**src/rtl/fsqrt_pkg.sv**
```systemverilog
// fsqrt_pkg: shared definitions for the fsqrt request scheduler.
//   FSQRT_LAT    - latency of the shared fsqrt unit in clocks
//   FSQRT_N_REQ  - default number of requesters
//   TAG_ID_W     - width of the requester id carried in the tag pipeline
//                  (supports up to 2**TAG_ID_W requesters)
//   tag_t        - {valid, id} record travelling alongside the fsqrt pipe
//   tag_hit()    - true when a tag is valid and belongs to requester i
package fsqrt_pkg;

    localparam int FSQRT_LAT   = 3;
    localparam int FSQRT_N_REQ = 4;
    localparam int TAG_ID_W    = 4;

    typedef struct packed {
        logic                valid;
        logic [TAG_ID_W-1:0] id;
    } tag_t;

    function automatic logic tag_hit(input tag_t t, input int i);
        return t.valid & (t.id == TAG_ID_W'(i));
    endfunction

endpackage

```
**src/rtl/fsqrt_sched_chk.sv**
```systemverilog
// fsqrt_sched_chk: assertion checker for fsqrt_sched.
//   clk, rst    - clock and active-high reset
//   cap         - per-requester capture strobe from the tag pipeline
//   resp_valid  - per-requester result-held flags
//   req_ready   - grant vector
module fsqrt_sched_chk #(
    parameter int N_REQ = 4
) (
    input logic             clk,
    input logic             rst,
    input logic [N_REQ-1:0] cap,
    input logic [N_REQ-1:0] resp_valid,
    input logic [N_REQ-1:0] req_ready
);

    // A result must never land on a requester still holding one.
    a_no_overwrite: assert property (@(posedge clk) disable iff (rst)
        ((cap & resp_valid) == '0))
        else $error("capture into a requester with resp_valid set");

    // Grant is at most one-hot.
    a_grant_onehot0: assert property (@(posedge clk) disable iff (rst)
        $onehot0(req_ready))
        else $error("req_ready is not one-hot");

endmodule

```
**src/rtl/fsqrt_sched_rr_arbiter.sv**
```systemverilog
// rr_arbiter: combinational round-robin selector.
//   req  [N]   - request vector
//   ptr  [IW]  - index with highest priority this cycle
//   gnt  [N]   - one-hot grant (zero when no request)
//   idx  [IW]  - index of the granted request (0 when none)
//   any        - at least one request granted
module rr_arbiter #(
    parameter int N  = 4,
    parameter int IW = 2
) (
    input  logic [N-1:0]  req,
    input  logic [IW-1:0] ptr,
    output logic [N-1:0]  gnt,
    output logic [IW-1:0] idx,
    output logic          any
);

    // Two passes: first look at indices at/after ptr, then wrap to the
    // start. Loop indices are constants so the search unrolls cleanly.
    always_comb begin
        gnt = '0;
        idx = '0;
        any = 1'b0;
        for (int i = 0; i < N; i++) begin
            if (!any && req[i] && (IW'(i) >= ptr)) begin
                gnt[i] = 1'b1;
                idx    = IW'(i);
                any    = 1'b1;
            end else begin
                gnt[i] = gnt[i];
            end
        end
        for (int i = 0; i < N; i++) begin
            if (!any && req[i]) begin
                gnt[i] = 1'b1;
                idx    = IW'(i);
                any    = 1'b1;
            end else begin
                gnt[i] = gnt[i];
            end
        end
    end

endmodule

```
**src/rtl/fsqrt_sched.sv**
```systemverilog
// fsqrt_sched: shares one external fsqrt pipeline among N_REQ requesters.
//   clk, rst          - clock, asynchronous active-high reset
//   req_valid/req_x   - per-requester request and operand
//   req_ready         - one-hot combinational grant
//   sq_x / sq_y       - operand to / result from the external fsqrt
//   resp_valid/resp_y - per-requester held result
//   resp_ack          - per-requester result consume
//   busy              - any operation in the fsqrt pipeline
// A requester may have one operation outstanding (in flight or result held);
// a tag pipeline of LAT stages tracks which requester owns each fsqrt slot.
module fsqrt_sched
    import fsqrt_pkg::*;
#(
    parameter int N_REQ = FSQRT_N_REQ,
    parameter int LAT   = FSQRT_LAT
) (
    input  logic                  clk,
    input  logic                  rst,
    input  logic [N_REQ-1:0]      req_valid,
    input  logic [N_REQ-1:0][31:0] req_x,
    output logic [N_REQ-1:0]      req_ready,
    output logic [31:0]           sq_x,
    input  logic [31:0]           sq_y,
    output logic [N_REQ-1:0]      resp_valid,
    output logic [N_REQ-1:0][31:0] resp_y,
    input  logic [N_REQ-1:0]      resp_ack,
    output logic                  busy
);

    localparam int IW = (N_REQ > 1) ? $clog2(N_REQ) : 1;

    logic [IW-1:0]           rr_ptr_r;
    logic [N_REQ-1:0]        inflight_r;
    logic [N_REQ-1:0]        resp_valid_r;
    logic [N_REQ-1:0][31:0]  resp_y_r;
    tag_t                    tag_r [LAT];

    logic [N_REQ-1:0]        eligible_s;
    logic [N_REQ-1:0]        gnt_s;
    logic [IW-1:0]           win_s;
    logic                    any_s;
    logic                    grant_s;
    logic [N_REQ-1:0]        cap_s;

    // Eligibility from registered state only; an ack in this cycle still
    // blocks a new grant until resp_valid has actually cleared.
    always_comb begin
        eligible_s = req_valid & ~inflight_r & ~resp_valid_r;
    end

    rr_arbiter #(.N(N_REQ), .IW(IW)) u_arb (
        .req (eligible_s),
        .ptr (rr_ptr_r),
        .gnt (gnt_s),
        .idx (win_s),
        .any (any_s)
    );

    // Grant outputs; held at zero while reset is asserted.
    always_comb begin
        grant_s = any_s & ~rst;
        if (grant_s) begin
            req_ready = gnt_s;
            sq_x      = req_x[win_s];
        end else begin
            req_ready = '0;
            sq_x      = 32'h0;
        end
    end

    // Capture strobes from the last tag stage, aligned with sq_y.
    always_comb begin
        cap_s = '0;
        for (int i = 0; i < N_REQ; i++) begin
            cap_s[i] = tag_hit(tag_r[LAT-1], i);
        end
    end

    // Busy while any tag stage holds a live operation.
    always_comb begin
        busy = 1'b0;
        for (int s = 0; s < LAT; s++) begin
            busy = busy | tag_r[s].valid;
        end
    end

    // Round-robin pointer: winner+1 on grant, hold otherwise.
    always_ff @(posedge clk or posedge rst) begin
        if (rst) begin
            rr_ptr_r <= '0;
        end else if (grant_s) begin
            rr_ptr_r <= (win_s == IW'(N_REQ - 1)) ? '0 : win_s + IW'(1);
        end else begin
            rr_ptr_r <= rr_ptr_r;
        end
    end

    // Tag pipeline advances every clock; reset discards in-flight results.
    always_ff @(posedge clk or posedge rst) begin
        if (rst) begin
            for (int s = 0; s < LAT; s++) begin
                tag_r[s] <= '0;
            end
        end else begin
            tag_r[0] <= '{valid: grant_s, id: TAG_ID_W'(win_s)};
            for (int s = 1; s < LAT; s++) begin
                tag_r[s] <= tag_r[s-1];
            end
        end
    end

    // Per-requester outstanding state: in-flight, result-held flag, result.
    always_ff @(posedge clk or posedge rst) begin
        if (rst) begin
            inflight_r   <= '0;
            resp_valid_r <= '0;
            resp_y_r     <= '0;
        end else begin
            inflight_r   <= (inflight_r | (grant_s ? gnt_s : '0)) & ~cap_s;
            resp_valid_r <= (resp_valid_r & ~resp_ack) | cap_s;
            for (int i = 0; i < N_REQ; i++) begin
                if (cap_s[i]) begin
                    resp_y_r[i] <= sq_y;
                end else begin
                    resp_y_r[i] <= resp_y_r[i];
                end
            end
        end
    end

    assign resp_valid = resp_valid_r;
    assign resp_y     = resp_y_r;

    fsqrt_sched_chk #(.N_REQ(N_REQ)) u_chk (
        .clk        (clk),
        .rst        (rst),
        .cap        (cap_s),
        .resp_valid (resp_valid_r),
        .req_ready  (req_ready)
    );

endmodule
```
**config.mk**
```make
export PLATFORM = sky130hd
export DESIGN_NAME = fsqrt_sched
export DESIGN_NICKNAME = d
export VERILOG_FILES = /design/src/rtl/fsqrt_pkg.sv /design/src/rtl/fsqrt_sched_chk.sv /design/src/rtl/fsqrt_sched_rr_arbiter.sv /design/src/rtl/fsqrt_sched.sv
export SDC_FILE = /design/constraint.sdc
export NUM_CORES = 1
export LEC_CHECK = 0
export ABC_AREA = 1
export CORE_MARGIN = 5
export CORE_UTILIZATION = 45
export CTS_CLUSTER_SIZE = 8
export DETAILED_ROUTE_END_ITERATION = 10
export PLACE_DENSITY = 0.84
export SYNTH_ARGS = -nofsm -noshare
export SYNTH_HDL_FRONTEND = slang
export SYNTH_SLANG_ARGS = --single-unit
```
**constraint.sdc**
```tcl
create_clock -name clk -period 7.2 [get_ports clk]
set_input_delay 0.72 -clock clk [delete_from_list [all_inputs] [get_ports clk]]
set_output_delay 0.72 -clock clk [all_outputs]
set_load 0.02 [all_outputs]
```
==> impl_metrics.json <==
{
  "yosysUniqueCellTypes": 21,
  "drtIter0Drc": 371,
  "hold_depth": 0,
  "crit_fanout": 35,
  "yosys-top-cells-count": "nand2_1, inv_1, dfrtp_1, o21ai_0, nand3_1",
  "wl_um": 24000,
  "cts.path.max_buffers": 2,
  "io_pins": 339,
  "peakVddDrop_mv": 0.259,
  "yosysTopAreaCellShare_pct": 51.7,
  "pwr-share-comb_pct": 43.0,
  "hpwl_um": 17700,
  "clock_sinks": 147,
  "grtUsageTotal_pct": 25.7,
  "core-area_um2": 15700,
  "synth-async-reset-ratio_pct": 100,
  "rrSetupSlack_ns": 4.59,
  "dp_cells": 1396,
  "reg2reg_to": "inflight_r[1]",
  "min_from": "tag_r[6]",
  "synth.area.top_cells": "dfrtp_1, nand2_1, o21ai_0",
  "drc": 0,
  "r2r-start": "rr_ptr_r[0]",
  "post_cts_buffers": 0,
  "grt_pass1_wl_um": 36900,
  "ys_seq_elements": 147,
  "synth.cell_area_um2": 7120,
  "gp_congestion": 0.979,
  "cts_root_buf": "clkbuf_16",
  "synth_most_common_cell": "nand2_1",
  "fin_setup_tns_ns": 0,
  "initial_utilization_pct": 45.3,
  "cts_buffers": 17,
  "ys_seq_area_share_pct": 51.7,
  "dr.pass1.iters": 5,
  "relSlewSlack_pct": 19.5,
  "fin_crit_ns": 4.67,
  "rsz0062_at_grt": "no",
  "pwr-share-clk_pct": 24.8,
  "endpoint_kind": "primary output",
  "drtAntennaViolNets": 0,
  "ys.flop_type": "dfrtp_1",
  "tightest_slew_ns": 1.20,
  "drive_gt1_share_pct": 4.87,
  "startpoint_type": "input port",
  "p_sw_share_pct": 37.3,
  "cap_viol_max_count": 0,
  "r2r_cells": 9,
  "hold_viol": 0,
  "wire_per_inst_um": 16.8,
  "slew_viol_final": 0,
  "post_drt_via_cell_ratio": 4.98,
  "min_to": "tag_r[1]",
  "setup_viol": 0,
  "finalPower_mw": 3.55,
  "worstSetupPathType": "in -> out",
  "vias": 7113,
  "cts_tree": "built",
  "holdBufCountCts": 0,
  "fin_nets": 1369,
  "hold_ws_ns": 0.347,
  "die_h_um": 136,
  "seqPwrFrac_pct": 32.2,
  "worstPathRequired_ns": 6.48,
  "p_sw_mw": 1.33,
  "fin_crit_sh_pct": 64.9,
  "finalClockSkew_ns": 0.0129,
  "die_width_um": 136,
  "syn_to_final_growth_pct": 56.2,
  "antenna_found_initial": 0,
  "syn-num-nets": 1063,
  "antennaDiodeCount": 0,
  "htree_num_levels": 4,
  "clk_latency_ns": 0.42,
  "yosys.area.top_type": "dfrtp_1",
  "finalNonFillerCells": 1428,
  "synth_edf_count": 0,
  "grt_start_max_net_pins": 85,
  "cts.clk_slew.worst_paths_ns": 0.06,
  "p_int_mw": 2.23,
  "syn_avg_cell_area_um2": 7.98,
  "port_buffers": 338,
  "hp-class": "reg -> reg",
  "yosysWarnings": 0,
  "fmax_ghz": 0.214,
  "p_leak_nw": 5.38,
  "rows": 46,
  "dieArea_um2": 18400,
  "status": "finished clean",
  "power.density_nw_per_um2": 319,
  "crit_arrival_ns": 3.95,
  "first_global_vias": 6941,
  "ctsResizeCount": 0,
  "grt_remaining_overflow": 0,
  "synth_cells": 893
}
power groups by stage:
stage          Sequential [mW]  Clock [mW]  Combinational [mW]
2_1_floorplan             1.37           0               0.572
3_3_place_gp              1.15           0                1.50
3_5_place_dp              1.15           0                1.53
4_1_cts                   1.14       0.897                1.55
5_1_grt                   1.17       0.936                1.64
6_report                  1.14       0.882                1.53
critical path, stage by stage:
cell and delay (ns):
clkdlybuf4s50_1 0.49, inv_1 0.04, nor2_1 0.10, nand3_2 0.10, nand2_2 0.12, nor2_1 0.05
nor2_1 0.17, nand2_2 0.43, inv_2 0.64, nand3_1 0.16, a21oi_1 0.22, clkdlybuf4s50_1 0.66
routing by layer:
metal / global-route usage, % / share of wire, % / up-vias
li1: - / - / 3435
met1: 28.9 / 37 / 3281
met2: 45.4 / 50 / 331
met3: 6.46 / 8.5 / 66
met4: 12.8 / 4.4 / 0
met5: 0 / 0 / -
cell type report:
type,instances,area [um^2]
Timing Repair Buffer,345,3440
Clock inverter,13,146
Inverter,155,587
Sequential cell,147,3680
Fill cell,1227,4590
Multi-Input combinational cell,533,2550
Tap cell,216,270
Clock buffer,19,453
cell usage in the layout (no fill, tap or decap):
cell / count
or2_2: 1
nand2_1: 199
clkinv_1: 2
clkdlybuf4s50_1: 338
dfrtp_1: 147
nand3b_1: 32
clkinvlp_4: 1
nand4_1: 2
nor3_1: 4
clkinv_4: 2
buf_4: 7
nand3_2: 6
nor2_2: 3
nor2_4: 3
inv_8: 1
a21oi_1: 36
o21ai_0: 137
inv_2: 1
clkbuf_8: 2
bufinv_16: 2
clkbuf_16: 17
inv_6: 5
inv_1: 151
nand3_1: 98
nor2_1: 7
nand2_2: 5
clkinv_2: 3
kinds of logic after synthesis:
group	share of synthesized area, %
AO/OA/AOI/OAI	12.2
buffers and inverters	12.5
flip-flops	51.7
AND/OR/NAND/NOR	23.7
through the flow:
step           utilization (%)  cell area, um^2  worst slack (ns)
3_3_place_gp              67.0            10500              2.75
4_1_cts                   70.8            11100              2.55
6_report                  70.8            11100              2.53
2_1_floorplan                -             7120              1.58
5_1_grt                   70.8            11100              2.31
3_5_place_dp              67.0            10500              2.55
how the worst max path moves through the flow:
| stage | startpoint | endpoint | slack (ns) | cells after the start |
|---|---|---|---|---|
| 5_1_grt | req_valid[0] | sq_x[28] | 2.31 | 12 |
| 3_5_place_dp | req_valid[1] | sq_x[28] | 2.55 | 12 |
| 4_1_cts | req_valid[0] | sq_x[28] | 2.55 | 12 |
| 6_report | req_valid[0] | sq_x[28] | 2.53 | 12 |
| 2_1_floorplan | rst | sq_x[0] | 1.58 | 4 |
| 3_3_place_gp | req_valid[0] | sq_x[0] | 2.75 | 12 |
registers in the layout, indices dropped and copies added (netlist names):
name        flops
resp_y        128
rr_ptr_r        2
tag_r           9
inflight_r      4
resp_valid      4
Power figures use the tool's default switching activity.
